### config.mk
export PLATFORM = sky130hd
export DESIGN_NAME = nmi_arbiter
export DESIGN_NICKNAME = d
export VERILOG_FILES = /design/src/rtl/nmi_pkg.sv /design/src/rtl/nmi_rr_picker.sv /design/src/rtl/nmi_arbiter.sv
export SDC_FILE = /design/constraint.sdc
export NUM_CORES = 1
export LEC_CHECK = 0
export ABC_AREA = 1
export BUFFER_PORTS_ARGS = -buffer_cell sky130_fd_sc_hd__buf_4
export CORE_AREA = 2 2 121 123
export CTS_CLUSTER_SIZE = 12
export DETAILED_ROUTE_END_ITERATION = 10
export DIE_AREA = 0 0 123 125
export HOLD_SLACK_MARGIN = 0.06
export PLACE_DENSITY = 0.54
export SLEW_MARGIN = 5
export SYNTH_ARGS = -nofsm -noshare
export SYNTH_HDL_FRONTEND = slang
export SYNTH_SLANG_ARGS = --single-unit
### constraint.sdc
create_clock -name clk -period 2.5 [get_ports clk]
set_input_delay 0.125 -clock clk [delete_from_list [all_inputs] [get_ports clk]]
set_output_delay 0.125 -clock clk [all_outputs]
set_load 0.05 [all_outputs]
### src/rtl/nmi_pkg.sv
// Shared types and constants for the NMI arbiter: FSM state encoding and the
// idle/timeout read-data fill pattern.
package nmi_pkg;

    typedef enum logic {
        ST_IDLE = 1'b0,
        ST_BUSY = 1'b1
    } nmi_state_e;

    localparam logic [15:0] C0DE_FILL = 16'hC0DE;

endpackage

### src/rtl/nmi_rr_picker.sv
// Combinational round-robin picker: first asserted request at or above rr_ptr,
// wrapping modulo N_MASTERS.
module nmi_rr_picker #(
    parameter int N_MASTERS = 2,
    parameter int IDX_W     = 1
) (
    input  logic [N_MASTERS-1:0] req,
    input  logic [IDX_W-1:0]     rr_ptr,
    output logic [N_MASTERS-1:0] grant_onehot,
    output logic [IDX_W-1:0]     grant_idx,
    output logic                 any
);

    int cand;

    always_comb begin
        grant_onehot = '0;
        grant_idx    = '0;
        any          = 1'b0;
        cand         = 0;
        for (int k = 0; k < N_MASTERS; k++) begin
            cand = int'(rr_ptr) + k;
            if (cand >= N_MASTERS) cand = cand - N_MASTERS;
            if (!any && req[IDX_W'(cand)]) begin
                any                         = 1'b1;
                grant_idx                   = IDX_W'(cand);
                grant_onehot[IDX_W'(cand)]  = 1'b1;
            end
        end
    end

endmodule

### src/rtl/nmi_arbiter.sv
// Round-robin arbiter funnelling N NMI requesters onto one downstream port,
// one transaction at a time, with an optional per-transaction timeout.
module nmi_arbiter
    import nmi_pkg::*;
#(
    parameter int ADDR_WIDTH     = 32,
    parameter int DATA_WIDTH     = 32,
    parameter int N_MASTERS      = 2,
    parameter int TIMEOUT_CYCLES = 256,
    parameter int WSTRB_WIDTH    = (DATA_WIDTH - 1) / 8 + 1
) (
    input  logic                              clk,
    input  logic                              rst,
    input  logic [N_MASTERS-1:0]              s_nmi_valid,
    input  logic [N_MASTERS-1:0]              s_nmi_instr,
    output logic [N_MASTERS-1:0]              s_nmi_ready,
    input  logic [N_MASTERS*ADDR_WIDTH-1:0]   s_nmi_addr,
    input  logic [N_MASTERS*DATA_WIDTH-1:0]   s_nmi_wdata,
    input  logic [N_MASTERS*WSTRB_WIDTH-1:0]  s_nmi_wstrb,
    output logic [N_MASTERS*DATA_WIDTH-1:0]   s_nmi_rdata,
    output logic                              m_nmi_valid,
    output logic                              m_nmi_instr,
    input  logic                              m_nmi_ready,
    output logic [ADDR_WIDTH-1:0]             m_nmi_addr,
    output logic [DATA_WIDTH-1:0]             m_nmi_wdata,
    output logic [WSTRB_WIDTH-1:0]            m_nmi_wstrb,
    input  logic [DATA_WIDTH-1:0]             m_nmi_rdata,
    output logic                              timeout_err,
    output logic                              dbg_busy
);

    localparam int IDX_W = (N_MASTERS > 1) ? $clog2(N_MASTERS) : 1;
    localparam int CNT_W = (TIMEOUT_CYCLES > 0) ? $clog2(TIMEOUT_CYCLES + 1) : 1;
    localparam logic [DATA_WIDTH-1:0] FILL = {(DATA_WIDTH / 16){C0DE_FILL}};

    nmi_state_e             state_q, state_d;
    logic [IDX_W-1:0]       grant_q, grant_d, rr_q, rr_d, next_ptr;
    logic [N_MASTERS-1:0]   grant_oh_q, grant_oh_d, pick_oh;
    logic [IDX_W-1:0]       pick_idx;
    logic                   pick_any;
    logic [CNT_W-1:0]       cnt_q, cnt_d;
    logic                   timeout_hit;
    logic [DATA_WIDTH-1:0]  rdata_one;

    nmi_rr_picker #(
        .N_MASTERS (N_MASTERS),
        .IDX_W     (IDX_W)
    ) u_picker (
        .req          (s_nmi_valid),
        .rr_ptr       (rr_q),
        .grant_onehot (pick_oh),
        .grant_idx    (pick_idx),
        .any          (pick_any)
    );

    assign next_ptr    = (grant_q == IDX_W'(N_MASTERS - 1)) ? '0 : grant_q + 1'b1;
    assign timeout_hit = (TIMEOUT_CYCLES != 0) && (cnt_q == CNT_W'(TIMEOUT_CYCLES - 1));
    assign s_nmi_rdata = {N_MASTERS{rdata_one}};
    assign dbg_busy    = (state_q == ST_BUSY);

    // Downstream request fields follow the registered grant combinationally.
    always_comb begin
        m_nmi_instr = s_nmi_instr[0];
        m_nmi_addr  = s_nmi_addr[0 +: ADDR_WIDTH];
        m_nmi_wdata = s_nmi_wdata[0 +: DATA_WIDTH];
        m_nmi_wstrb = s_nmi_wstrb[0 +: WSTRB_WIDTH];
        for (int i = 0; i < N_MASTERS; i++) begin
            if (IDX_W'(i) == grant_q) begin
                m_nmi_instr = s_nmi_instr[i];
                m_nmi_addr  = s_nmi_addr[i*ADDR_WIDTH +: ADDR_WIDTH];
                m_nmi_wdata = s_nmi_wdata[i*DATA_WIDTH +: DATA_WIDTH];
                m_nmi_wstrb = s_nmi_wstrb[i*WSTRB_WIDTH +: WSTRB_WIDTH];
            end
        end
    end

    always_comb begin
        state_d     = state_q;
        grant_d     = grant_q;
        grant_oh_d  = grant_oh_q;
        rr_d        = rr_q;
        cnt_d       = cnt_q;
        m_nmi_valid = 1'b0;
        s_nmi_ready = '0;
        timeout_err = 1'b0;
        rdata_one   = FILL;
        case (state_q)
            ST_IDLE: begin
                if (pick_any) begin
                    grant_d    = pick_idx;
                    grant_oh_d = pick_oh;
                    cnt_d      = '0;
                    state_d    = ST_BUSY;
                end
            end
            ST_BUSY: begin
                m_nmi_valid = 1'b1;
                // A real response in the timeout cycle takes priority.
                if (m_nmi_ready) begin
                    s_nmi_ready = grant_oh_q;
                    rdata_one   = m_nmi_rdata;
                    rr_d        = next_ptr;
                    state_d     = ST_IDLE;
                end else if (timeout_hit) begin
                    s_nmi_ready = grant_oh_q;
                    timeout_err = 1'b1;
                    rr_d        = next_ptr;
                    state_d     = ST_IDLE;
                end else if (cnt_q != '1) begin
                    cnt_d = cnt_q + 1'b1;
                end
            end
            default: state_d = ST_IDLE;
        endcase
        // A reset abandons the transaction; no completion may escape.
        if (rst) begin
            s_nmi_ready = '0;
            timeout_err = 1'b0;
            rdata_one   = FILL;
        end
    end

    always_ff @(posedge clk) begin
        if (rst) begin
            state_q    <= ST_IDLE;
            grant_q    <= '0;
            grant_oh_q <= N_MASTERS'(1);
            rr_q       <= '0;
            cnt_q      <= '0;
        end else begin
            state_q    <= state_d;
            grant_q    <= grant_d;
            grant_oh_q <= grant_oh_d;
            rr_q       <= rr_d;
            cnt_q      <= cnt_d;
        end
    end

endmodule

==> results of run 1 <==
routing by layer:
metal,GRT usage (%),share of wire [%],vias up
met1,11.8,33,1413
met4,3.54,1.6,0
met5,0,0,-
met3,3.24,12,11
met2,26.6,54,203
li1,-,-,1733
cells in the mapped netlist:
cell type  instances  area, µm²
a21o_1             1       7.51
a21oi_1            8       40.0
and3_1             1       6.26
buf_1              1       3.75
buf_2              2       10.0
buf_4             34        255
buf_6              2       22.5
clkbuf_1          14       52.6
conb_1             1       3.75
dfxtp_1           13        260
ha_1               3       37.5
inv_1             16       60.1
inv_2              4       15.0
nand2_1          246        923
nand3_1            8       40.0
nand4_1            2       12.5
nor2_1            31        116
nor2_2             1       6.26
nor2_4             1       11.3
o21ai_0            7       35.0
o21ai_1            1       5.00
or2_1             10       62.6
or2_2              6       37.5
power breakdown:
part / internal, mW / total (mW) / leakage [nW] / switching [mW]
combinational: 0.404 / 1.14 / 2.38 / 0.732
clock: 0.216 / 0.310 / 0.0382 / 0.0944
sequential: 0.216 / 0.225 / 0.106 / 0.00827
metrics by stage:
| step | std cells | setup slack [ns] | util [%] | area (µm²) | total power [mW] |
|---|---|---|---|---|---|
| global placement | 857 | 0.471 | 30.1 | 4270 | 1.37 |
| floorplan | 413 | 0.127 | - | 2020 | 0.915 |
| global route | 861 | 0.194 | 30.6 | 4350 | 1.76 |
| detailed placement | 857 | 0.416 | 30.1 | 4270 | 1.37 |
| finish | 861 | 0.404 | 30.6 | 4350 | 1.67 |
| CTS | 861 | 0.386 | 30.6 | 4350 | 1.69 |
final cells by class:
| cell class | instances | area, µm² | share of cell area [%] |
|---|---|---|---|
| multi-input combinational | 327 | 1350 | 30.9 |
| inverter | 20 | 75.1 | 1.72 |
| tap | 184 | 230 | 5.29 |
| clock buffer | 4 | 78.8 | 1.81 |
| timing repair buffer | 313 | 2360 | 54.3 |
| sequential | 13 | 262 | 6.01 |
kinds of logic (layout without fill, tap and decap cells):
family                     Yosys count  in the layout  synth area share, %
other                                1              1                0.185
AOI/OAI and AO/OA                   17             17                 4.33
adders and majority gates            3              3                 1.85
and+or+nand+nor                    306            306                 60.1
DFF                                 13             13                 12.9
buffers and inverters               73            337                 20.7
state kept, by name, summed over array words and instances (netlist names):
signal      flops
grant_q         1
cnt_q           9
rr_q            1
grant_oh_q      1
dbg_busy        1
how the worst max path moves through the flow:
stage	from	end	slack [ns]	cells past startpoint
2_1_floorplan	dbg_busy	s_nmi_rdata[44]	0.13	6
3_3_place_gp	cnt_q[0]	cnt_q[5]	0.47	9
3_5_place_dp	cnt_q[0]	cnt_q[5]	0.42	9
4_1_cts	cnt_q[0]	cnt_q[5]	0.39	9
5_1_grt	cnt_q[0]	cnt_q[6]	0.19	9
6_report	cnt_q[0]	cnt_q[5]	0.40	9
==> metrics.md, run 1 <==
| Metric | Value |
|---|---|
| Syn Nets | `591` |
| Die width | `123 µm` |
| Mapped Cells | `413` |
| Hold Path End | `cnt_q[0]` |
| Commonest non-fill, non-tap cell in the layout | `buf_4` |
| Critical path class | `reg -> reg` |
| R2r setup slk | `0.40 ns` |
| Worst R2R End | `cnt_q[5]` |
| CP delay by family, top | `compound AO/OA/AOI/OAI gates` |
| Synthesized flop and latch total | `13` |
| Num rows | `44` |
| Actual slew at the worst max-slew pin | `0.727 ns` |
| Hold_buf cts | `0` |
| Hold_sp | `rst` |
| Cell Area, Synth | `2020 µm²` |
| RSZ-0062 raised after global routing | `no` |
| Gpl congestion | `0.789` |
| Synthesis-to-layout area growth | `115%` |
| Starting Density | `14.3%` |
| Largest net degree at the start of global routing | `70` |
| CTS buffer count | `3` |
| Final setup viols | `0` |
| Critical path arrival | `2.23 ns` |
| Via count | `3,360` |
| Diodes inserted | `0` |
| Count of final max-slew check failures | `0` |
| Most frequent cells in the layout | `buf_4 (312), nand2_1 (246), nor2_1 (31)` |
| Initial drt markers | `89` |
| Grt ovf | `0` |
| TritonCTS clock tree | `done` |
| Clk slew on worst S/H paths | `0.05 ns` |
| DR DRC count | `0` |
| Vias in the first global route | `3,040` |
| Post-CTS sizing | `0` |
| Critical path fanouts, max | `8` |
| Min cycle time layout | `2.10 ns` |
| Final HPWL DP | `9250 µm` |
| Crit-path cells | `ha_1, nand2_1, nor2_1, and3_1, ha_1, o21ai_1, nand3_1, o21ai_0, nor2_1` |
| Die area | `15,400 µm²` |
| Post-CTS Setup Bufs | `0` |
| Minimum hold slack | `0.0885 ns` |
| Unique masters post-synth | `23` |
| Buf+Inv Stages, Crit Path | `0` |
| Hold crit path type | `in -> reg` |
| WP data required | `2.64 ns` |
| # Max-Cap Violations | `0` |
| Crit-path max cell delay | `0.48 ns` |
| Chip Height | `125 µm` |
| Status | `complete, no violations` |
| Placeable Area | `14,200 µm²` |
| Port Buffer Count | `310` |
| Clk_lat worst skew | `0.25 ns` |
| Fmax | `477 MHz` |
| Final Skew | `0.00636 ns` |
| R2r startpoint | `cnt_q[0]` |
| Fill cell count | `1,646` |
| Fraction of layout cells with a size suffix above 1 | `48.6%` |
| Pwr dens | `384 nW/µm²` |
| Antenna-violating nets left | `0` |
| Final Hold Fails | `0` |
| Fin Setup TNS | `0 ns` |
| H-tree Lvls | `1` |
| Max clock buf depth | `2` |
| Register area share after synthesis | `12.9%` |
| Initial antenna violation count | `0` |
| CP max stage cell | `o21ai_1` |
| R2R cell count | `9` |
| Wirelength per Cell | `12.7 µm` |
| Nets | `856` |
| Clock Sinks | `13` |
| Peak VDD IR | `0.000159 V` |
| Hold depth | `2` |
| Final worst-path cycle share | `83.8%` |
| Synth warn | `0` |
| First-pass GRT wire length | `15,300 µm` |
| CP endpoint kind | `flop` |
| Tot GR Track Use | `12.8%` |
| DR vias/cell | `3.90` |
| Slew headroom | `51.5%` |
| Detailed Route WL | `10,900 µm` |
| I/O Pins | `313` |
| Syn avg cell area | `4.90 µm²` |
| Root buf cell | `clkbuf_16` |
| Critical Path Start Type | `flop` |
| First-pass detailed-route iteration total | `4` |
| P_leak | `2.53 nW` |
(Power assumes the default switching activity.)
==> run 2: changes to the inputs <==
clock period = 2.2 ns   (was 2.5 ns; I/O delays follow)
==> run 2 against run 1 <==
Final cell count rose by 0.12%. Largest power group unchanged. Sequential cell count did not move. Global-route usage rose by 0.34 points. Critical path type is now reg -> out. First-iteration DRC count fell by 28%. Register-to-register slack got worse by 0.12 ns. Combinational power rose by 14%.
==> metrics.md, run 2 (synthesis gave the netlist of run 1 again) <==
| Metric | Value |
|---|---|
| TritonCTS clock tree | `done (unchanged)` |
| # Max-Cap Violations | `0 (unchanged)` |
| Largest net degree at the start of global routing | `70 (unchanged)` |
| Initial drt markers | `64 (was 89)` |
| Num rows | `44 (unchanged)` |
| Initial antenna violation count | `0 (unchanged)` |
| Detailed Route WL | `10,900 µm (about the same)` |
| CP dominant cell by count | `nor2_1` |
| Final Skew | `0.00479 ns (was 0.00636 ns)` |
| Diodes inserted | `0 (unchanged)` |
| Pwr dens | `434 nW/µm² (was 384 nW/µm²)` |
| Crit path launch | `cnt_q[1] (was cnt_q[0])` |
| RSZ-0062 raised after global routing | `yes (was no)` |
| Final setup viols | `0 (unchanged)` |
| Max clock buf depth | `2 (unchanged)` |
| CP delay by family, top | `simple AND/OR/NAND/NOR gates (was compound AO/OA/AOI/OAI gates)` |
| Final worst-path cycle share | `89.7%` |
| Root buf cell | `clkbuf_16 (unchanged)` |
| Max FFs per register | `9 (unchanged)` |
| Antenna-violating nets left | `0 (unchanged)` |
| Critical path arrival | `1.86 ns (was 2.23 ns)` |
| Fraction of layout cells with a size suffix above 1 | `49.0% (was 48.6%)` |
| Met3 Resource Use GR | `2.87% (was 3.24%)` |
| Nets | `857 (was 856)` |
| Chip Height | `125 µm (unchanged)` |
| CTS buffer count | `3 (unchanged)` |
| Final setup margin | `0.226 ns (was 0.404 ns)` |
| First-pass detailed-route iteration total | `4 (unchanged)` |
| Critical Path Start Type | `flop (unchanged)` |
| Grt ovf | `0 (unchanged)` |
| Synthesis-to-layout area growth | `116% (was 115%)` |
| Critical path class | `reg -> out (was reg -> reg)` |
| Hold_sp | `rst (unchanged)` |
| Post-layout util | `30.8% (was 30.6%)` |
| Clk_lat worst skew | `0.25 ns (about the same)` |
| Min cycle time layout | `1.97 ns` |
| CP max stage cell | `dfxtp_1 (was o21ai_1)` |
| Peak VDD IR | `0.000195 V (was 0.000159 V)` |
| Final HPWL DP | `9230 µm (was 9250 µm)` |
| Fill cell count | `1,602 (was 1,646)` |
| CP endpoint kind | `output port (was flop)` |
| Port Buffer Count | `310 (unchanged)` |
| GRT Max-Usage Layer | `met2 (unchanged)` |
| Starting Density | `14.3% (unchanged)` |
| Die area | `15,400 µm² (unchanged)` |
| Buf+Inv Stages, Crit Path | `1 (was 0)` |
| Crit-path cells | `ha_1, nand2_1, nor2_1, and3_1, ha_1, nor2_1, nor2_1, buf_4 (was ha_1, nand2_1, nor2_1, and3_1, ha_1, o21ai_1, nand3_1, o21ai_0, nor2_1)` |
| Hold crit path type | `in -> reg (unchanged)` |
| Hold_buf cts | `0 (unchanged)` |
| Commonest non-fill, non-tap cell in the layout | `buf_4 (unchanged)` |
| Fmax | `506 MHz` |
| WP data required | `2.09 ns (was 2.64 ns)` |
| Gpl congestion | `0.766 (was 0.789)` |
| Clk slew on worst S/H paths | `0.05 ns (about the same)` |
| Final Hold Fails | `0 (unchanged)` |
| Tot GR Track Use | `13.2% (was 12.8%)` |
| Clock Sinks | `13 (unchanged)` |
| DR DRC count | `0 (unchanged)` |
| Status | `complete, no violations (unchanged)` |
| Most frequent cells in the layout | `buf_4 (312), nand2_1 (245), nor2_1 (31) (was buf_4 (312), nand2_1 (246), nor2_1 (31))` |
| P_leak | `2.54 nW (was 2.53 nW)` |
| Die width | `123 µm (unchanged)` |
| First-pass GRT wire length | `15,800 µm (was 15,300 µm)` |
| Critical path fanouts, max | `4 (was 8)` |
| Vias in the first global route | `3,127 (was 3,040)` |
| Placeable Area | `14,200 µm² (unchanged)` |
| Met2 Use GR | `26.9% (was 26.6%)` |
| Via count | `3,322 (was 3,360)` |
| I/O Pins | `313 (unchanged)` |
| DR vias/cell | `3.85 (was 3.90)` |
| H-tree Lvls | `1 (unchanged)` |
| Crit-path max cell delay | `0.38 ns (was 0.48 ns)` |
| Wirelength per Cell | `12.6 µm (was 12.7 µm)` |
| Count of final max-slew check failures | `0 (unchanged)` |
| GR Util met1 | `13.0% (was 11.8%)` |
| R2r startpoint | `cnt_q[0] (unchanged)` |
| Pre-CTS setup slack | `0.267 ns (was 0.416 ns)` |
| Most flop-heavy register | `cnt_q (unchanged)` |
-- run 2: changes by cell type in the layout (fill, tap and decap cells not counted) --
cell,delta
clkbuf_1,-1
nand2_1,-1
clkinv_2,+1
buf_12,+1
nand2_2,+1
-- run 2: timing repair --
action | 4_1_cts | 5_1_grt
endpoints found under the setup margin | 0 | 3
endpoints found under the hold margin | 0 | 0
resized for setup | 0 | 1
buffers inserted | 0 | 0
-- run 2: layout make-up --
type,count,area [µm²],area share (%)
Clock inverter,1,5.00,0.114
Multi-Input combinational cell,327,1350,30.8
Inverter,20,75.1,1.72
Tap cell,184,230,5.26
Sequential cell,13,262,5.97
Clock buffer,3,75.1,1.72
Timing Repair Buffer,314,2380,54.4
-- run 2: through the flow --
| step | power (mW) | instances | hold slack, ns | cell area [µm²] | TNS, ns |
|---|---|---|---|---|---|
| CTS | 1.92 | 862 | 0.0711 | 4370 | 0 |
| detailed placement | 1.56 | 858 | 0.330 | 4290 | 0 |
| global placement | 1.57 | 858 | 0.336 | 4290 | 0 |
| finish | 1.90 | 862 | 0.0740 | 4380 | 0 |
| floorplan | 1.04 | 413 | 0.179 | 2020 | -1.58 |
| global route | 2.01 | 862 | 0.0862 | 4380 | 0 |
-- run 2: path summary, 6_finish.rpt --
path               endpoint  slack [ns]  cells past startpoint
max reg2reg        cnt_q[7]        0.28                     11
max          s_nmi_ready[0]        0.23                      8
min                cnt_q[0]        0.07                      2
min reg2reg            rr_q        0.45                      2
-- run 2: per-layer routing --
metal / wire [µm] / vias to the layer above
li1: - / 1732
met5: 0 / -
met4: 166 / 0
met2: 5880 / 191
met1: 3760 / 1389
met3: 1100 / 10
-- run 2: power by group --
| group | switching, mW | internal (mW) |
|---|---|---|
| sequential | 0.00777 | 0.246 |
| combinational | 0.833 | 0.464 |
| clock | 0.107 | 0.242 |
